$ cat src/rtl/dpram_stream_reader.sv
// Streams a block of sequential dual-port RAM reads out as a valid/ready stream.
// Reads are credit-limited so the skid FIFO can always absorb every word in flight.
module dpram_stream_reader #(
  parameter int DW         = 32,
  parameter int AW         = 16,
  parameter int N_DELAY    = 1,
  parameter int FIFO_DEPTH = 4
) (
  input  logic          clk,
  input  logic          rstn,
  input  logic          start,
  input  logic [AW-1:0] base_addr,
  input  logic [AW:0]   len,
  output logic          busy,
  output logic          done,
  output logic          enb,
  output logic [AW-1:0] addrb,
  input  logic [DW-1:0] dob,
  output logic [DW-1:0] m_data,
  output logic          m_valid,
  input  logic          m_ready,
  output logic          m_last
);

  localparam int IW = $clog2(N_DELAY + 1);
  localparam int CW = $clog2(FIFO_DEPTH + 1);
  localparam int PW = $clog2(FIFO_DEPTH);
  localparam int SW = CW + IW;

  typedef enum logic [1:0] {IDLE, RUN, DRAIN, FINISH} state_t;

  state_t              state, state_nx;
  logic [AW:0]         len_q;
  logic [AW:0]         issued;
  logic [AW:0]         popped;
  logic [AW-1:0]       addr_q;
  logic [AW-1:0]       addr_hold;
  logic [N_DELAY-1:0]  vld_tag;
  logic                fresh;
  logic [IW-1:0]       inflight;
  logic [CW-1:0]       fifo_count;
  logic [PW-1:0]       wr_ptr;
  logic [PW-1:0]       rd_ptr;
  logic [DW-1:0]       fifo_mem [FIFO_DEPTH];
  logic                issue;
  logic                push;
  logic                pop;
  logic                final_pop;

  function automatic logic [IW-1:0] popcount(input logic [N_DELAY-1:0] v);
    logic [IW-1:0] c;
    c = '0;
    for (int i = 0; i < N_DELAY; i++) c = c + IW'(v[i]);
    return c;
  endfunction

  always_comb inflight = popcount(vld_tag);

  // Issue stage: a read goes out only when a FIFO slot is reserved for its data
  assign issue = (state == RUN) && (issued < len_q) &&
                 ((SW'(fifo_count) + SW'(inflight)) < SW'(FIFO_DEPTH));
  assign enb   = issue || (inflight != '0);
  assign addrb = issue ? addr_q : addr_hold;

  // Capture stage: fresh guards against re-capturing a tag parked over an enb-low cycle
  assign push      = fresh && vld_tag[N_DELAY-1];
  assign m_valid   = (fifo_count != '0);
  assign pop       = m_valid && m_ready;
  assign m_data    = m_valid ? fifo_mem[rd_ptr] : '0;
  assign m_last    = m_valid && (popped == len_q - 1'b1);
  assign final_pop = pop && m_last && (inflight == '0);
  assign busy      = (state == RUN) || (state == DRAIN);
  assign done      = (state == FINISH);

  always_comb begin
    state_nx = state;
    case (state)
      IDLE:    if (start) state_nx = (len == '0) ? FINISH : RUN;
      RUN:     if (issue && (issued + 1'b1 == len_q)) state_nx = DRAIN;
      DRAIN:   if (final_pop) state_nx = FINISH;
      FINISH:  state_nx = IDLE;
      default: state_nx = IDLE;
    endcase
  end

  always_ff @(posedge clk or negedge rstn) begin
    if (!rstn) begin
      state      <= IDLE;
      len_q      <= '0;
      issued     <= '0;
      popped     <= '0;
      addr_q     <= '0;
      addr_hold  <= '0;
      vld_tag    <= '0;
      fresh      <= 1'b0;
      fifo_count <= '0;
      wr_ptr     <= '0;
      rd_ptr     <= '0;
    end else begin
      state <= state_nx;
      if (state == IDLE && start) begin
        len_q  <= len;
        addr_q <= base_addr;
        issued <= '0;
        popped <= '0;
      end
      if (issue) begin
        issued    <= issued + 1'b1;
        addr_q    <= addr_q + 1'b1;
        addr_hold <= addr_q;
      end
      if (pop) begin
        popped <= popped + 1'b1;
        rd_ptr <= rd_ptr + 1'b1;
      end
      if (push) wr_ptr <= wr_ptr + 1'b1;
      if (enb) vld_tag <= (vld_tag << 1) | N_DELAY'(issue);
      fresh <= enb;
      case ({push, pop})
        2'b10:   fifo_count <= fifo_count + 1'b1;
        2'b01:   fifo_count <= fifo_count - 1'b1;
        default: fifo_count <= fifo_count;
      endcase
    end
  end

  // Storage stage: data only, no reset needed since m_data is gated by m_valid
  always_ff @(posedge clk) begin
    if (push) fifo_mem[wr_ptr] <= dob;
  end

  fifo_no_overflow: assert property (@(posedge clk) disable iff (!rstn)
    !(push && !pop && (fifo_count == CW'(FIFO_DEPTH))));

endmodule

$ cat config.mk
export PLATFORM = sky130hd
export DESIGN_NAME = dpram_stream_reader
export DESIGN_NICKNAME = d
export VERILOG_FILES = /design/src/rtl/dpram_stream_reader.sv
export SDC_FILE = /design/constraint.sdc
export NUM_CORES = 1
export LEC_CHECK = 0
export BUFFER_PORTS_ARGS = -buffer_cell sky130_fd_sc_hd__buf_4
export CORE_MARGIN = 2
export CORE_UTILIZATION = 63
export DETAILED_ROUTE_END_ITERATION = 10
export PLACE_DENSITY = 0.85
export SLEW_MARGIN = 10
export SYNTH_ARGS = -nofsm -noshare
export SYNTH_HDL_FRONTEND = slang
export SYNTH_SLANG_ARGS = --single-unit
export TNS_END_PERCENT = 100
$ cat constraint.sdc
create_clock -name clk -period 6.35 [get_ports clk]
set_input_delay 1.27 -clock clk [delete_from_list [all_inputs] [get_ports clk]]
set_output_delay 1.27 -clock clk [all_outputs]
set_load 0.01 [all_outputs]
Word-level counts from Yosys, hierarchy flattened
Memories as Yosys holds them, arrays and structs flattened.
Index checks and enable logic that the tools add are counted.
{"block": "word_totals", "register_bits": 94, "ram_bits": 128, "elab_cells": 67, "mem_count": 1}
{"block": "classes", "add_sub_neg": 9, "order_cmp": 2, "eq_ne": 10, "n_mux": 15, "n_bitwise": 1, "reduce_logical": 18}
{"name": "fifo_mem", "depth": 4, "width": 32, "rd": 1, "rd_ports_with_merged_regs": 0, "wr": 1, "line": "44", "text": "logic [DW-1:0] fifo_mem [FIFO_DEPTH];"}
{"operator": "17-bit two-way mux", "count": 3}
{"operator": "16-bit two-way mux", "count": 3}
{"operator": "17-bit by 1-bit adder with 17-bit output, second input constant", "count": 2}
{"operator": "17-bit equality test", "count": 2}
{"operator": "32-bit two-way mux", "count": 1}
{"operator": "17-bit logical NOT", "count": 1}
{"operator": "17-bit less-than comparator", "count": 1}
{"operator": "17-bit by 1-bit subtractor with 17-bit output, second input constant", "count": 1}
{"operator": "16-bit by 1-bit adder with 16-bit output, second input constant", "count": 1}
{"operator": "1-bit logical AND", "count": 9}
{"operator": "2-bit two-way mux", "count": 4}
{"operator": "2-bit case mux with 4 select lines", "count": 1}
{"operator": "2-bit equality test, second input constant", "count": 3}
{"operator": "3-bit case mux with 2 select lines", "count": 1}
{"operator": "2-bit nonzero test", "count": 3}
{"operator": "2-bit by 1-bit adder with 2-bit output, second input constant", "count": 2}
{"operator": "3-bit by 1-bit adder with 4-bit output", "count": 1}
{"operator": "2-bit by 1-bit equality test with 1-bit output, second input constant", "count": 2}
{"operator": "4-bit by 3-bit less-than comparator with 1-bit output, second input constant", "count": 1}
{"operator": "2-bit != test, second input constant", "count": 2}
{"operator": "3-bit by 1-bit adder with 3-bit output, second input constant", "count": 1}
{"operator": "3-bit AND reduction", "count": 1}
{"operator": "3-bit nonzero test", "count": 1}
{"operator": "3-bit by 1-bit subtractor with 3-bit output, second input constant", "count": 1}
{"operator": "5 further kinds", "count": 7}

Logic depth before layout (Yosys ltp)
Gate-level depths: netlist (run 1).
{"block": "logic_depth", "word_depth": 7, "depth_mapped": 13}

Worst setup path before layout (run 1)
No wires, ideal clock.
{"block": "synth_timing", "kind": "reg-to-output", "from": "reg len_q[11]", "to": "out addrb[2]", "arrival_time_ns": 2.712, "required_ns": 5.080, "slack_ns": 2.368, "stages_incl_launch_ff": 13, "n_path_buf": 4, "cell_sequence": "dfrtp_1 > clkbuf_1 > inv_1 > ha_1 > nand2_1 > o21ai_0 > a2111oi_0 > a21oi_1 > or2_2 > clkbuf_1 > clkbuf_1 > clkbuf_1 > o21ai_0"}
{"block": "synth_between", "elab_chain_len": 4}
{"element": "start, declared", "line": "33", "text": "logic [AW:0] len_q;"}
{"element": "start signal, assigned", "line": "102", "text": "len_q <= len;"}
{"element": "17-bit less-than comparator", "line": "60", "text": "assign issue = (state == RUN) && (issued < len_q) &&"}
{"element": "1-bit logical AND (2 in a row)", "line": "60"}
{"element": "16-bit two-way mux"}
{"element": "end, declared", "line": "17", "text": "output logic [AW-1:0] addrb,"}
No other way between the ends.

Worst setup path in the final report (run 1)
{"block": "layout_timing", "from": "reg len_q[10]", "to": "out addrb[8]"}
Same word-level chain as after synthesis.

==> results of run 1 <==
-- kinds of logic after synthesis --
group	after synthesis	synth area share [%]
multiplexers	36	7.12
AO/OA/AOI/OAI	164	9.42
XOR/XNOR	51	4.18
flip-flops	222	57.9
adder cells (fa/ha/maj)	32	3.81
AND/OR/NAND/NOR	319	14.8
buffers and inverters	76	2.80
-- cell type report --
cell class / count / area, um^2 / share of cell area [%]
Tap cell: 220 / 275 / 2.19
Multi-Input combinational cell: 602 / 4200 / 33.5
Clock buffer: 37 / 698 / 5.56
Inverter: 35 / 131 / 1.05
Sequential cell: 222 / 6200 / 49.3
Clock inverter: 4 / 62.6 / 0.498
Timing Repair Buffer: 132 / 991 / 7.89
-- critical path: stages (launching register included) --
cell and delay (ns):
dfrtp_1 0.46, inv_1 0.11, ha_1 0.31, a21oi_1 0.12, o21ai_0 0.12, a2111oi_0 0.38
a21oi_1 0.14, or2_2 0.46, buf_4 0.33, o21ai_0 0.29, buf_4 0.17
-- flip-flops by register name, indices dropped and copies added (netlist names) --
register,count
fifo_mem,128
issued,17
len_q,17
rd_ptr,2
popped,17
wr_ptr,2
fifo_count,3
fresh,1
vld_tag,1
state,2
addr_q,16
addr_hold,16
-- metrics by stage --
stage                     instance area [um^2]  setup WS, ns  utilization (%)  total power [W]
final                                    12600          1.64             75.7          0.00384
after global routing                     12600          1.45             75.7          0.00399
after CTS                                12600          1.68             75.7          0.00386
after detailed placement                 11800          2.25             71.1          0.00253
after global placement                   11800          2.32             71.1          0.00249
after floorplan                          10700          2.37                -          0.00215
-- placed cells by master, fill, tap and decap left out, types with 3 or more instances in the layout --
| cell type | count |
|---|---|
| a211oi_1 | 6 |
| a21oi_1 | 25 |
| a22oi_1 | 3 |
| a31oi_1 | 7 |
| and2_1 | 35 |
| and3_1 | 11 |
| and4_1 | 4 |
| buf_4 | 132 |
| clkbuf_1 | 7 |
| clkbuf_16 | 23 |
| clkbuf_8 | 7 |
| dfrtp_1 | 93 |
| edfxtp_1 | 128 |
| ha_1 | 31 |
| inv_1 | 34 |
| mux2i_1 | 3 |
| mux4_2 | 32 |
| nand2_1 | 118 |
| nand2b_1 | 4 |
| nand3_1 | 24 |
| nand4_1 | 24 |
| nor2_1 | 49 |
| nor2b_1 | 4 |
| nor3_1 | 11 |
| nor4_1 | 14 |
| o211ai_1 | 7 |
| o21ai_0 | 74 |
| o22ai_1 | 5 |
| o31ai_1 | 13 |
| o41ai_1 | 5 |
| or2_2 | 3 |
| or3_1 | 6 |
| xnor2_1 | 38 |
| xor2_1 | 13 |
-- per-layer routing --
| layer | GRT usage, % | wire length (um) |
|---|---|---|
| met3 | 5.10 | 1980 |
| met5 | 0 | 0 |
| met2 | 47.1 | 12200 |
| met1 | 39.0 | 9710 |
| met4 | 9.53 | 766 |
-- where the power goes --
group	internal (W)	switching, W
sequential	0.00156	0.0000679
clock	0.000796	0.000537
combinational	0.000479	0.000400
total	0.00283	0.00100
-- how the worst min path moves through the flow --
stage,endpoint,slack (ns),from
after floorplan,fifo_count[2],0.46,fifo_count[2]
after global placement,addr_hold[3],0.45,addr_hold[3]
after detailed placement,addr_hold[10],0.46,addr_hold[10]
after CTS,addr_hold[10],0.48,addr_hold[10]
after global routing,addr_hold[5],0.49,addr_hold[5]
final,addr_hold[0],0.47,addr_hold[0]
==> results.toml, run 1 <==
[placed_design]
io_buffer_count = 121
place_inst = 1211
place_congestion = 0.920
hpwl_um = 17100

[grt]
grt_overflow = 0
antenna_found_initial = 0
grt_max_degree = 66
grt_pass1_wl_um = 40400
grt_usage_pct = 28.6
grt_pass1_vias = 7800

[floorplanning]
ios = 122
core_area_um2 = 16600
die_h_um = 134
start_util_pct = 64.5
num_rows = 47
die_area_um2 = 18000
die_w_um = 134

[sta]
fin_skew_ns = 0.0161
setup_violations = 0
min_period_ns = 4.71
drv_slew = 0
worstMarginPinSlew_ns = 1.12
post-route-period-util_pct = 74.1
tns_ns = 0
relSlewSlack_pct = 24.8
rsz0062_at_grt = "false"
final-hold-violation-count = 0
max_freq_mhz = 212
hold_ws_ns = 0.471

[clock_network]
ctsLongestPathBuffers = 3
cts_tree = "built"
clkLatencyLatePin_ns = 0.52
htreeDepth = 1
cts_root_buf = "clkbuf_16"
cts_made_buffers = 23
ctsHoldBuffers = 0
cts_resized = 0
postCtsSetupBuffers = 0
clock_sinks = 222
clk_pin_slew_worst_paths_ns = 0.06

[setup_path]
r2r_setup_slack_ns = 2.53
startpoint = "len_q[10]"
timing.rr.start = "len_q[3]"
r2r-end = "issued[13]"
path_max_fanout = 50
crit_type = "flop to primary output"
crit_required_ns = 5.08
cp.arrival_ns = 3.44
cp-end-kind = "primary output"
endpoint = "addrb[8]"
reg2reg_depth = 12
cp-start-kind = "flop"

[layout]
num-fill-cells = 1032
syn_to_final_growth_pct = 17.4
drive_gt1_share_pct = 20.3
stdcell_count = 1252
nNetsFinal = 1117
n_antenna_cell = 0

[pwr]
power.leakage_nw = 4.95
vdd_ir_drop_max_uv = 235
power-per-cell-area_nw_per_um2 = 305

[route]
drcViolationCount = 0
wl_um = 24700
vias = 7782
drt_iter0_drc = 883
antenna_left = 0
via_per_inst = 6.22
drt_first_pass_iters = 6
post_drt_wl_per_cell_um = 19.7

[logic_synthesis]
synth_fp_nets = 1001
synth_area_um2 = 10700
synth_top_area_share_pct = 35.9
synth_edf_count = 128
synthMostInstantiatedCell = "edfxtp_1"
synthFlopType = "edfxtp_1"
ys_ff_latch = 222
synth_cell_types = 60
syn_inst = 900
yosys-top-cells-count = "edfxtp_1, nand2_1, dfrtp_1"
yosysTopAreaCell = "edfxtp_1"
ys_top_cells_by_area = "edfxtp_1, dfrtp_1, mux4_2"
synth_seq_area_share_pct = 57.9
synth_area_per_cell_um2 = 11.9
ys_warn_count = 0
synthArstFlopShare_pct = 42.3

[hold_path]
worst_hold_path.num_cells = 2
hp-class = "flop to flop"

[status]
status = "finished, final reports clean"

[job]
cap_viol_max_count = 0
Note: power is estimated with default switching activity, not from simulation.
==> run 2: changes to the inputs <==
--- a/config.mk
+++ b/config.mk
@@ -7,9 +7,9 @@
 export LEC_CHECK = 0
 export BUFFER_PORTS_ARGS = -buffer_cell sky130_fd_sc_hd__buf_4
 export CORE_MARGIN = 2
-export CORE_UTILIZATION = 63
+export CORE_UTILIZATION = 59
 export DETAILED_ROUTE_END_ITERATION = 10
-export PLACE_DENSITY = 0.85
+export PLACE_DENSITY = 0.8
 export SLEW_MARGIN = 10
 export SYNTH_ARGS = -nofsm -noshare
 export SYNTH_HDL_FRONTEND = slang
==> constraint.sdc (replaced) <==
create_clock -name clk -period 4.85 [get_ports clk]
set_input_delay 0.97 -clock clk [delete_from_list [all_inputs] [get_ports clk]]
set_output_delay 0.97 -clock clk [all_outputs]
set_load 0.01 [all_outputs]
==> run 2 against run 1 <==
Compared with the run above: final area up 0.43%; combinational power is 25% higher; flip-flop and latch count did not move; register-to-register slack got worse by 1.4 ns; non-clock buffer count increased by 1; final cell count increased by 0.88%; setup slack lost 1.3 ns; critical path depth grew 1; critical path type unchanged; critical endpoint is now addrb[11]; largest cell class unchanged; largest power group unchanged; highest routed layer unchanged.
==> results.toml, run 2 (synthesis gave the netlist of run 1 again) <==
[setup_path]
cp-start-kind = "flop"
cp-end-kind = "primary output"
path_max_fanout = 23
reg2reg_depth = 12
cp.arrival_ns = 3.55
crit_required_ns = 3.88
r2r_setup_slack_ns = 1.10
crit_type = "flop to primary output"

[grt]
grt_usage_pct = 24.7
grt_max_degree = 58
grt_pass1_wl_um = 38600
antenna_found_initial = 0
grt_pass1_vias = 7582
grt_overflow = 0

[route]
vias = 7562
post_drt_wl_per_cell_um = 18.9
drcViolationCount = 0
wl_um = 23900
antenna_left = 0
drt_first_pass_iters = 7
drt_iter0_drc = 553
via_per_inst = 5.99

[layout]
regMostFlops = "fifo_mem"
final_common_cell = "buf_4"
layout_common_cells = "buf_4, edfxtp_1, nand2_1, dfrtp_1, o21ai_0"
nNetsFinal = 1118
n_antenna_cell = 0
design_area_um2 = 12600
syn_to_final_growth_pct = 17.9
drive_gt1_share_pct = 20.7
largest_reg_flops = 128

[hold_path]
hp-class = "flop to flop"
worst_hold_path.num_cells = 2

[placed_design]
place_congestion = 0.938
hpwl_um = 16300
io_buffer_count = 121
placed_cell_area_um2 = 11800

[clock_network]
cts_root_buf = "clkbuf_16"
postCtsSetupBuffers = 0
ctsLongestPathBuffers = 3
clkLatencyLatePin_ns = 0.52
cts_tree = "built"
cts_resized = 0
ctsHoldBuffers = 0
clock_sinks = 222
cts_made_buffers = 23
htreeDepth = 1
clk_pin_slew_worst_paths_ns = 0.06

[floorplanning]
die_w_um = 139
die_area_um2 = 19200
start_util_pct = 59.8
core_area_um2 = 17900
ios = 122
num_rows = 49
die_h_um = 139

[job]
cap_viol_max_count = 0

[sta]
final-hold-violation-count = 0
rsz0062_at_grt = "false"
tns_ns = 0
post-route-period-util_pct = 93.1
min_period_ns = 4.52
relSlewSlack_pct = 24.6
setup_violations = 0
max_freq_mhz = 221
worstMarginPinSlew_ns = 1.13
drv_slew = 0
fin_skew_ns = 0.0131

[pwr]
power-per-cell-area_nw_per_um2 = 404
power.leakage_nw = 4.98
vdd_ir_drop_max_uv = 409

[status]
status = "finished, final reports clean"
## run 2: cell types whose count changed in the layout (fill, tap and decap cells not counted)
cell       previous run  this run
bufinv_16             1         4
clkbuf_8              7         1
inv_6                 0         1
buf_4               132       133
clkinv_2              1         7
clkbuf_1              7         1
clkinv_1              1         4
## run 2: per-stage QoR
stage	setup WS [ns]	power, W	hold slack (ns)	utilization [%]	std cells
final	0.334	0.00509	0.472	70.5	1263
after floorplan	1.17	0.00282	0.456	-	900
after CTS	0.337	0.00514	0.477	70.5	1263
after detailed placement	0.905	0.00330	0.459	66.0	1221
after global placement	1.05	0.00327	0.455	66.0	1221
after global routing	0.0467	0.00529	0.491	70.5	1263
## run 2: report_power, final
group	switching (W)	total, W	internal, W
Sequential	0.000115	0.00215	0.00204
Clock	0.000734	0.00184	0.00110
Combinational	0.000476	0.00110	0.000628
## run 2: cell type report
cell class                 count  area [um^2]
clock inverter                17          203
clock buffer                  25          593
multi-input combinational    602         4200
sequential                   222         6200
tap                          229          287
fill                        1263         5290
timing repair buffer         133          998
inverter                      35          131
## run 2: per-layer routing
layer  track usage (%)  wire length, um  vias up
met4              7.55              698        0
met3              3.69             1460       53
li1                  -                -     3550
met2              41.4            11600      262
met1              34.1            10100     3697
met5                 0                0        -
## run 2: path summary, 6_finish.rpt
| kind | startpoint | endpoint |
|---|---|---|
| hold reg to reg | addr_hold[15] | addr_hold[15] |
| setup / recovery | len_q[10] | addrb[11] |
| min in group asynchronous | rstn | state[0] |
| hold / removal | addr_hold[15] | addr_hold[15] |
| max in group asynchronous | rstn | addr_q[7] |
| setup reg to reg | len_q[10] | addr_q[14] |
## run 2: worst max-delay path, cell delays in order (launching register included)
cell	delay (ns)
dfrtp_1	0.47
inv_1	0.11
ha_1	0.32
a21oi_1	0.12
o21ai_0	0.12
a2111oi_0	0.38
a21oi_1	0.14
or2_2	0.49
inv_1	0.50
nand2_1	0.12
nand2_1	0.11
buf_4	0.13
